File: src/rtl/vector_len_pkg.sv
// vector_len_pkg: shared length width, accumulator/holder states and result record
package vector_len_pkg;
  localparam int LEN_W_DEF = 29;
  localparam int SUM_W_MAX = LEN_W_DEF + 4;
  typedef enum logic {S_IDLE, S_ACC} acc_state_t;
  typedef enum logic {O_EMPTY, O_FULL} hold_state_t;
  // Fields sized for the widest supported configuration; narrower builds use the low bits.
  typedef struct packed {
    logic [LEN_W_DEF-1:0] min;
    logic [LEN_W_DEF-1:0] max;
    logic [SUM_W_MAX-1:0] sum;
  } result_t;
endpackage

File: src/rtl/vector_len_stats_hold.sv
// vector_len_stats_hold: one-entry valid/ready result holder with sticky overrun
module vector_len_stats_hold
  import vector_len_pkg::*;
#(
  parameter int W = 1
) (
  input  logic         clk,
  input  logic         rst,
  input  logic         load,
  input  logic [W-1:0] d,
  input  logic         out_ready,
  output logic [W-1:0] q,
  output logic         out_valid,
  output logic         overrun
);
  hold_state_t st;
  assign out_valid = st == O_FULL;
  always_ff @(posedge clk) begin
    if (rst) begin
      st <= O_EMPTY;
      q <= '0;
      overrun <= 1'b0;
    end else if (load) begin
      if (st == O_EMPTY || out_ready) begin
        st <= O_FULL;
        q <= d;
      end else begin
        overrun <= 1'b1;
      end
    end else if (st == O_FULL && out_ready) begin
      st <= O_EMPTY;
    end
  end
endmodule

File: src/rtl/vector_len_stats.sv
// vector_len_stats: windowed min/max/sum of length samples; VECTOR_LEN_STATS_MEAN_EN adds out_mean
module vector_len_stats
  import vector_len_pkg::*;
#(
  parameter int WIN_LOG2 = 2,
  parameter int LEN_W = LEN_W_DEF,
  localparam int SUM_W = LEN_W + WIN_LOG2
) (
  input  logic             clk,
  input  logic             rst,
  input  logic             in_valid,
  input  logic [LEN_W-1:0] in_len,
  input  logic             flush,
  input  logic             out_ready,
  output logic             out_valid,
  output logic [LEN_W-1:0] out_min,
  output logic [LEN_W-1:0] out_max,
  output logic [SUM_W-1:0] out_sum,
`ifdef VECTOR_LEN_STATS_MEAN_EN
  output logic [LEN_W-1:0] out_mean,
`endif
  output logic             overrun
);
  localparam int RW = $bits(result_t);
`ifdef VECTOR_LEN_STATS_MEAN_EN
  localparam int HW = RW + LEN_W;
`else
  localparam int HW = RW;
`endif
  acc_state_t st;
  logic [WIN_LOG2-1:0] cnt;
  logic [LEN_W-1:0] min_q, max_q, min_n, max_n;
  logic [SUM_W-1:0] sum_q, sum_n;
  logic done, unused;
  result_t res, q;
  logic [HW-1:0] d, hq;
  // In S_IDLE the next values simply load the sample, so one path covers both states.
  always_comb begin
    min_n = (st == S_IDLE || in_len < min_q) ? in_len : min_q;
    max_n = (st == S_IDLE || in_len > max_q) ? in_len : max_q;
    sum_n = (st == S_IDLE ? '0 : sum_q) + SUM_W'(in_len);
    done = in_valid && !flush && st == S_ACC && cnt == '1;
    res = '{min: LEN_W_DEF'(min_n), max: LEN_W_DEF'(max_n), sum: SUM_W_MAX'(sum_n)};
  end
  always_ff @(posedge clk) begin
    if (rst) begin
      st <= S_IDLE;
      cnt <= '0;
      min_q <= '0;
      max_q <= '0;
      sum_q <= '0;
    end else if (flush) begin
      st <= S_IDLE;
      cnt <= '0;
    end else if (in_valid) begin
      min_q <= min_n;
      max_q <= max_n;
      sum_q <= sum_n;
      cnt <= cnt + 1'b1;
      st <= done ? S_IDLE : S_ACC;
    end
  end
`ifdef VECTOR_LEN_STATS_MEAN_EN
  assign d = {LEN_W'(sum_n >> WIN_LOG2), res};
  assign {out_mean, q} = hq;
`else
  assign d = res;
  assign q = hq;
`endif
  vector_len_stats_hold #(.W(HW)) u_hold (
    .clk(clk),
    .rst(rst),
    .load(done),
    .d(d),
    .out_ready(out_ready),
    .q(hq),
    .out_valid(out_valid),
    .overrun(overrun)
  );
  assign out_min = q.min[LEN_W-1:0];
  assign out_max = q.max[LEN_W-1:0];
  assign out_sum = q.sum[SUM_W-1:0];
  assign unused = &{1'b0, q};
endmodule

File: config.mk
export PLATFORM = sky130hd
export DESIGN_NAME = vector_len_stats
export DESIGN_NICKNAME = d
export VERILOG_FILES = /design/src/rtl/vector_len_pkg.sv /design/src/rtl/vector_len_stats_hold.sv /design/src/rtl/vector_len_stats.sv
export SDC_FILE = /design/constraint.sdc
export NUM_CORES = 1
export LEC_CHECK = 0
export BUFFER_PORTS_ARGS = -buffer_cell sky130_fd_sc_hd__buf_4
export CAP_MARGIN = 25
export CORE_MARGIN = 2
export CORE_UTILIZATION = 54
export DETAILED_ROUTE_END_ITERATION = 16
export MAX_ROUTING_LAYER = met4
export PLACE_DENSITY = 0.77
export SYNTH_ARGS = -nofsm -noshare
export SYNTH_HDL_FRONTEND = slang
export SYNTH_HIERARCHICAL = 1
export SYNTH_SLANG_ARGS = --single-unit
File: constraint.sdc
create_clock -name clk -period 2.9 [get_ports clk]
set_clock_uncertainty 0.2 [all_clocks]
set_input_delay 0.58 -clock clk [delete_from_list [all_inputs] [get_ports clk]]
set_output_delay 0.58 -clock clk [all_outputs]
set_load 0.03 [all_outputs]
Word-level counts from Yosys, hierarchy flattened
Cells that the tools add are included.

operators by class
  add/subtract/negate cells = 2
  $lt $le $gt $ge = 2
  eq/ne operators = 2
  mux-type cells = 7
  bitwise logic cells = 4
  reductions and logical operators = 14

operator list
  cell                                                    count
  two-way mux 29 bit                                      2
  adder 31 x 29 -> 31 bit                                 1
  two-way mux 31 bit                                      1
  greater-than comparator 29 bit                          1
  < comparator 29 bit                                     1
  AND reduction 2 bit                                     4
  logical AND 1 bit                                       4
  two-way mux 1 bit                                       4
  inverter 1 bit                                          4
  logical OR 1 bit                                        3
  adder 2 x 1 -> 2 bit (second input constant)            1
  == test 2 bit (second input constant)                   1
  inequality test 2 x 1 -> 1 bit (second input constant)  1
  nonzero test 2 bit                                      1
  OR reduction 2 bit                                      1
  logical NOT 1 bit                                       1

word-level totals
  register bits after elaboration = 183
  input port bits = 34
  output and inout bits = 91
  word-level logic and storage cells = 39

Logic depth before layout (Yosys ltp)
Gate-level depths: netlist of run 1.

  depth in word-level cells = 6
  mapped depth = 15
  mapped depth without buffers = 13

Cells and area by module
Netlist of run 1, hierarchy kept.

by module, submodules not included
  module                 instances  cells each  area each (µm²)  sequential area each (µm²)
  vector_len_stats       1          911         7379.6           1841.8
  vector_len_stats_hold  1          402         4232.8           1861.8

Least setup slack after synthesis of run 1
Ideal clock, no wire load.

  path kind = register -> register
  start = register st
  end = register u_hold.q[30]
  library setup time = 0.072 ns
  arrival = 2.936 ns
  required time = 2.628 ns
  slack = -0.308 ns
  stages on the path, launching flop included = 16
  buffers on the path = 2
  period minus slack after synthesis = 3.208 ns
  cell sequence = dfxtp_1 -> buf_2 -> clkbuf_1 -> and2_1 -> ha_1 -> fa_1 -> a21o_1 -> a221o_1 -> o2bb2ai_2 -> a211o_1 -> o2111a_1 -> o31ai_1 -> xnor2_1 -> nor2_1 -> nand2b_1 -> mux2i_1

between the ends
  elaborated cells between the ends (all ways) = 5
  those cells by class = add/sub: 1; mux: 1; reduce/logical: 3

RTL lines
  what                      RTL line                     text
  start: declaration        vector_len_stats.sv:30       acc_state_t st;
  start signal: assignment  vector_len_stats.sv:60       st <= done ? S_IDLE : S_ACC;
  two-way mux 31 bit        vector_len_stats.sv:41       sum_n = (st == S_IDLE ? '0 : sum_q) + SUM_W'(in_len);
  adder 31 x 29 -> 31 bit   vector_len_stats.sv:41
  net sum_n[30]             vector_len_stats.sv:33       logic [SUM_W-1:0] sum_q, sum_n;
  end signal: assignment    vector_len_stats_hold.sv:21  q <= '0;
  end signal: assignment    vector_len_stats_hold.sv:26  q <= d;
  end: declaration          vector_len_stats_hold.sv:12  output logic [W-1:0] q,

The timed path passes the listed nets, and every way through them passes these cells.
A chain may end at the register's enable or synchronous reset.

Worst setup path in the final report of run 1
  start = register max_q[18]
  end = register u_hold.q[45]

between the ends
  word-level cells in the longest chain between the ends = 3

ends and longest elaborated chain
  what                            RTL line                text
  start: declaration              vector_len_stats.sv:32  logic [LEN_W-1:0] min_q, max_q, min_n, max_n;
  start signal: assignment        vector_len_stats.sv:57  max_q <= max_n;
  greater-than comparator 29 bit  vector_len_stats.sv:40  max_n = (st == S_IDLE || in_len > max_q) ? in_len : max_q;
  logical OR 1 bit                vector_len_stats.sv:40
  two-way mux 29 bit              vector_len_stats.sv:40
  net max_n[12]                   vector_len_stats.sv:32

The timed path passes the listed nets, and every way through them passes these cells.

==> impl_metrics.toml, run 1 <==
[status]
run_status = "finished with violations"
violations = "negative setup slack"

[power_and_ir_drop]
p_leak_nw = 6.33
peakVddDrop_mv = 0.351
pwr_density_cell_mw_per_mm2 = 412
p_total_mw = 6.32

[setup_path]
crit_slowest_cell = "or4_4"
regToRegSetupSlack_ps = -170
path_class = "register to register"
cpMostUsedCell = "a21o_1"
crit_arrival_ps = 3240
crit_chain = "inv_1 > ha_4 > a21o_1 > a21o_1 > a21oi_1 > nor3_1 > or4_4 > o21a_4 > buf_12 > clkbuf_16 > o21ai_2 > nand2b_1 > mux2i_1"
critPathMaxStageDelay_ps = 530
r2r-start = "max_q[18]$_SDFFE_PP0P_"
rr_worst_depth = 13
startpoint_type = "register"
crit_fanout = 6
end_kind = "register"
cp.required_ps = 3070
reg2reg_to = "u_hold/q[45]$_SDFFE_PP0P_"

[sta]
fmax_mhz = 326
rsz0062_at_grt = "yes"
setup_viol = 64
min_period_ps = 3070
finalHoldViolations = 0
tightest_slew_ps = 765
hold_slack_ps = 137
period_share_pct = 106
finalWorstSetupSlack_ps = -168
fin_tns_setup_ps = -5640
drv_slew = 0
relSlewSlack_pct = 49.0

[die]
boundaryPins = 125
fp.dieW_um = 150
rows = 53
initial_utilization_pct = 55.0
die_h_um = 150
die_area_mm2 = 0.0225
core_area_mm2 = 0.0210

[cells_and_area]
nets = 1655
most-common-layout-cells = "248 x buf_4, 236 x nand2b_1, 178 x dfxtp_1"
drive_above_1_share_pct = 31.5
final_common_cell = "buf_4"
nFillCells = 1428
area_growth_pct = 33.1
multi_input_area_mm2 = 0.00796
fin_util_pct = 73.2
final-seq-area_mm2 = 0.00367
num_antenna_cells = 0

[synthesis]
synth_warnings = 6
syn_avg_cell_area_um2 = 8.84
synth_cells = 1304
syn_nets = 1426
mappedNetlistArea_mm2 = 0.0115

[grt]
grt_usage_pct = 26.6
antenna_found_initial = 0
grt_start_max_net_pins = 123
grt_pass1_vias = 9503
grt_pass1_wl_um = 46400
overflow = 0

[cts]
clkSinkCount = 183
clkTransAtPathRegs_ps = 70
cts_buffers = 17
cts_tree = "done"
root_buffer = "clkbuf_16"
insertion_delay_ps = 440
holdBufCountCts = 0
clockBufferDepth = 2
h-tree-depth = 4

[placement]
io_buffers = 124
post-place-ws_ps = -492
hpwl_um = 20400
gp_congestion = 0.868

[detailed_routing]
ant_nets = 0
drt_iter0_markers = 663
routedWlPerCell_um = 17.8
wl_um = 32400
drc = 0
num_vias = 10200
vias_per_cell = 5.60
firstDrtPassIters = 5

[min_path]
hold_start = "flush"
hold_end = "cnt[0]$_SDFFE_PP0P_"
min_path_type = "input pin to register"
hold_depth = 2

[job]
cap_violations = 0
==> power by group <==
group	internal (mW)	switching, mW
Combinational	0.538	0.578
Clock	1.57	1.02
Sequential	2.58	0.0405
==> what timing repair did <==
action	in CTS	in global routing
setup buffers	4	15
pin swaps	20	57
resized for setup	30	157
endpoints found under the setup margin	98	137
cloned	0	9
==> per-layer routing <==
| layer | global-route usage (%) | wire (µm) | part of all wire, % | vias to the layer above |
|---|---|---|---|---|
| met2 | 43.2 | 15800 | 49 | 351 |
| met1 | 34.2 | 13800 | 43 | 4871 |
| met5 | - | 0 | 0 | - |
| li1 | - | - | - | 4883 |
| met3 | 3.87 | 1770 | 5.5 | 89 |
| met4 | 8.58 | 1030 | 3.2 | 0 |
==> sequential cells by signal, indices dropped and copies added (netlist names) <==
signal	flops
st	1
min_q	29
sum_q	31
u_hold/q	89
max_q	29
u_hold/overrun	1
u_hold/out_valid	1
cnt	2
==> cell type report <==
cell class | instances | area share [%]
clock inverter | 9 | 1.13
tap | 275 | 2.24
multi-input combinational | 983 | 51.9
timing repair buffer | 283 | 16.1
inverter | 65 | 1.62
sequential | 183 | 23.9
clock buffer | 22 | 3.03
==> critical path: cells and delay by family (launching register included) <==
family / cells / cell delay, ps
AO/OA/AOI/OAI: 5 / 950
adder cells (fa/ha/maj): 1 / 220
buffers and inverters: 3 / 440
flip-flops: 1 / 330
multiplexers: 1 / 120
AND/OR/NAND/NOR: 3 / 730
==> worst max path at each step <==
| stage | to | depth (start not counted) | start |
|---|---|---|---|
| floorplan | u_hold/q[30]$_SDFFE_PP0P_ | 15 | st$_SDFFE_PP0P_ |
| global placement | u_hold/q[57]$_SDFFE_PP0P_ | 12 | in_len[14] |
| detailed placement | u_hold/q[57]$_SDFFE_PP0P_ | 12 | in_len[14] |
| CTS | u_hold/q[28]$_SDFFE_PP0P_ | 12 | st$_SDFFE_PP0P_ |
| global route | u_hold/q[45]$_SDFFE_PP0P_ | 13 | max_q[18]$_SDFFE_PP0P_ |
| finish | u_hold/q[45]$_SDFFE_PP0P_ | 13 | max_q[18]$_SDFFE_PP0P_ |
==> stage by stage <==
| step | area, µm² | cells |
|---|---|---|
| floorplan | 11600 | 1304 |
| global placement | 13500 | 1762 |
| detailed placement | 13500 | 1762 |
| CTS | 14400 | 1797 |
| global route | 15300 | 1820 |
| finish | 15300 | 1820 |
No activity file was read; power rests on OpenSTA's default activity.
==> run 2, diff against run 1 <==
--- a/config.mk
+++ b/config.mk
@@ -5,13 +5,15 @@
 export SDC_FILE = /design/constraint.sdc
 export NUM_CORES = 1
 export LEC_CHECK = 0
+export ABC_AREA = 1
+export ABC_CLOCK_PERIOD_IN_PS = 2900
 export BUFFER_PORTS_ARGS = -buffer_cell sky130_fd_sc_hd__buf_4
 export CAP_MARGIN = 25
 export CORE_MARGIN = 2
-export CORE_UTILIZATION = 54
+export CORE_UTILIZATION = 55
 export DETAILED_ROUTE_END_ITERATION = 16
 export MAX_ROUTING_LAYER = met4
-export PLACE_DENSITY = 0.77
+export PLACE_DENSITY = 0.76
 export SYNTH_ARGS = -nofsm -noshare
 export SYNTH_HDL_FRONTEND = slang
 export SYNTH_HIERARCHICAL = 1
==> run 2 against run 1 <==
The flow now finishes without violations. Critical path depth rose by 2. Wire length rose by 2.5%. Worst setup slack improved by 390 ps. Register-to-register slack improved by 390 ps. Power fell by 5.1%. Maximum frequency rose by 15%. Utilization fell by 8.9 points. Sequential power barely moved.
==> impl_metrics.toml, run 2 <==
[sta]
fmax_mhz = 374
finalHoldViolations = 0
setup_viol = 0
period_share_pct = 92.3
drv_slew = 0
rsz0062_at_grt = "yes"
min_period_ps = 2680
tightest_slew_ps = 884
relSlewSlack_pct = 41.1
fin_tns_setup_ps = 0

[die]
die_area_mm2 = 0.0232
boundaryPins = 125
fp.dieW_um = 152
core_area_mm2 = 0.0217
initial_utilization_pct = 55.8
die_h_um = 152
rows = 54

[setup_path]
cp_num_cells = 15
startpoint_type = "register"
regToRegSetupSlack_ps = 220
cp.required_ps = 3040
r2r-start = "st$_SDFFE_PP0P_"
crit_buf_inv = 3
cpMostUsedCell = "nand2_1"
critPathMaxStageDelay_ps = 490
crit_arrival_ps = 2810
path_class = "register to register"
rr_worst_depth = 15
reg2reg_to = "u_hold/q[27]$_SDFFE_PP0P_"
path_delay_family = "compound AO/OA/AOI/OAI gates"
crit_slowest_cell = "dfxtp_4"
crit_chain = "buf_6 > nand2_1 > inv_1 > ha_1 > a21oi_1 > o21ai_0 > a21o_1 > a21oi_1 > nand2_1 > nand2_1 > nand2_1 > inv_1 > nand3_1 > nand2_1 > nor2_1"
end_kind = "register"
crit_fanout = 13

[detailed_routing]
ant_nets = 0
vias_per_cell = 5.25
routedWlPerCell_um = 14.2
wl_um = 33200
firstDrtPassIters = 6
drt_iter0_markers = 1103
drc = 0
num_vias = 12200

[grt]
grt_start_max_net_pins = 105
grt_usage_pct = 29.0
grt_pass1_vias = 11100
overflow = 0
antenna_found_initial = 0
grt_pass1_wl_um = 54400

[cells_and_area]
regMostFlops = "u_hold/q"
biggestRegsByFlops = "u_hold/q (89), sum_q (31)"
largest_reg_flops = 89
num_antenna_cells = 0
area_growth_pct = 15.2
fin_util_pct = 64.3
nets = 2162
design_area_mm2 = 0.0139
final_common_cell = "nand2_1"
multi_input_area_mm2 = 0.00667
final-seq-area_mm2 = 0.00367
drive_above_1_share_pct = 11.6
most-common-layout-cells = "468 x nand2_1, 329 x inv_1, 239 x nand3_1"
nFillCells = 2069

[power_and_ir_drop]
peakVddDrop_mv = 0.419
pwr_density_cell_mw_per_mm2 = 430
p_total_mw = 6.00
p_leak_nw = 7.68

[cts]
h-tree-depth = 4
clockBufferDepth = 2
cts_buffers = 17
insertion_delay_ps = 440
clkSinkCount = 183
cts_tree = "done"
clkTransAtPathRegs_ps = 70
holdBufCountCts = 0
root_buffer = "clkbuf_16"

[placement]
placed_area_mm2 = 0.0133
io_buffers = 124
gp_congestion = 0.959
hpwl_um = 23500

[synthesis]
syn_avg_cell_area_um2 = 6.22
synth_cells = 1945
synth_warnings = 6
syn_nets = 2067
mappedNetlistArea_mm2 = 0.0121

[min_path]
hold_end = "cnt[1]$_SDFFE_PP0P_"
hold_depth = 3
hold_start = "in_valid"
min_path_type = "input pin to register"

[job]
cap_violations = 0

[status]
run_status = "finished clean"
-- run 2: changes by cell type in the layout (fill, tap and decap cells not counted), sizes merged, moves of 29 or more --
cell / previous run / this run
nand2: 102 / 482
inv: 64 / 335
nand2b: 236 / 1
nand3: 8 / 240
nor2: 62 / 214
mux2i: 148 / 0
a21oi: 65 / 209
buf: 277 / 176
a21o: 39 / 5
and2: 30 / 1
mux2: 29 / 0
-- run 2: how the worst max path moves through the flow --
stage / start / endpoint / slack, ps
global route: st$_SDFFE_PP0P_ / u_hold/q[17]$_SDFFE_PP0P_ / -30
floorplan: st$_SDFFE_PP0P_ / u_hold/q[16]$_SDFFE_PP0P_ / 20
CTS: st$_SDFFE_PP0P_ / u_hold/q[23]$_SDFFE_PP0P_ / 130
detailed placement: in_len[4] / u_hold/q[42]$_SDFFE_PP0P_ / -50
global placement: st$_SDFFE_PP0P_ / u_hold/q[23]$_SDFFE_PP0P_ / -40
finish: st$_SDFFE_PP0P_ / u_hold/q[27]$_SDFFE_PP0P_ / 220
-- run 2: repair_timing --
item,4_1_cts,5_1_grt
setup buffers,0,1
gates resized for setup,1,6
endpoints found under the setup margin,3,15
-- run 2: through the flow --
| step | worst slack [ps] | cells | hold slack, ps |
|---|---|---|---|
| floorplan | 20.5 | 1945 | 239 |
| global placement | -40.5 | 2300 | 238 |
| detailed placement | -50.5 | 2300 | 253 |
| CTS | 132 | 2330 | 217 |
| global route | -27.1 | 2331 | 236 |
| finish | 224 | 2331 | 227 |
-- run 2: routing by layer --
layer | vias up | wire length (µm) | GRT usage [%]
li1 | 6280 | - | -
met1 | 5510 | 15300 | 39.4
met2 | 402 | 15300 | 46.5
met3 | 35 | 2240 | 3.61
met4 | 0 | 459 | 6.76
met5 | - | 0 | -
-- run 2: worst reg2reg max path, cell delays in order (launching register included) --
cell     delay [ps]
dfxtp_4         490
buf_6           210
nand2_1          70
inv_1            70
ha_1            290
a21oi_1         190
o21ai_0         120
a21o_1          190
a21oi_1         240
nand2_1          90
nand2_1          90
nand2_1          60
inv_1            60
nand3_1          70
nand2_1          90
nor2_1           40
-- run 2: final cells by class --
| class | count | share of cell area, % |
|---|---|---|
| clock inverters | 12 | 0.871 |
| well taps | 280 | 2.51 |
| repair buffers | 176 | 10.4 |
| multi-input cells | 1331 | 47.9 |
| clock buffers | 18 | 3.15 |
| flip-flops and latches | 183 | 26.3 |
| inverters | 331 | 8.91 |
-- run 2: power by group --
part | leakage [nW] | switching (mW) | internal [mW]
registers | 1.49 | 0.0475 | 2.60
clock network | 0.267 | 1.09 | 1.21
logic | 5.92 | 0.679 | 0.371
total | 7.68 | 1.81 | 4.18
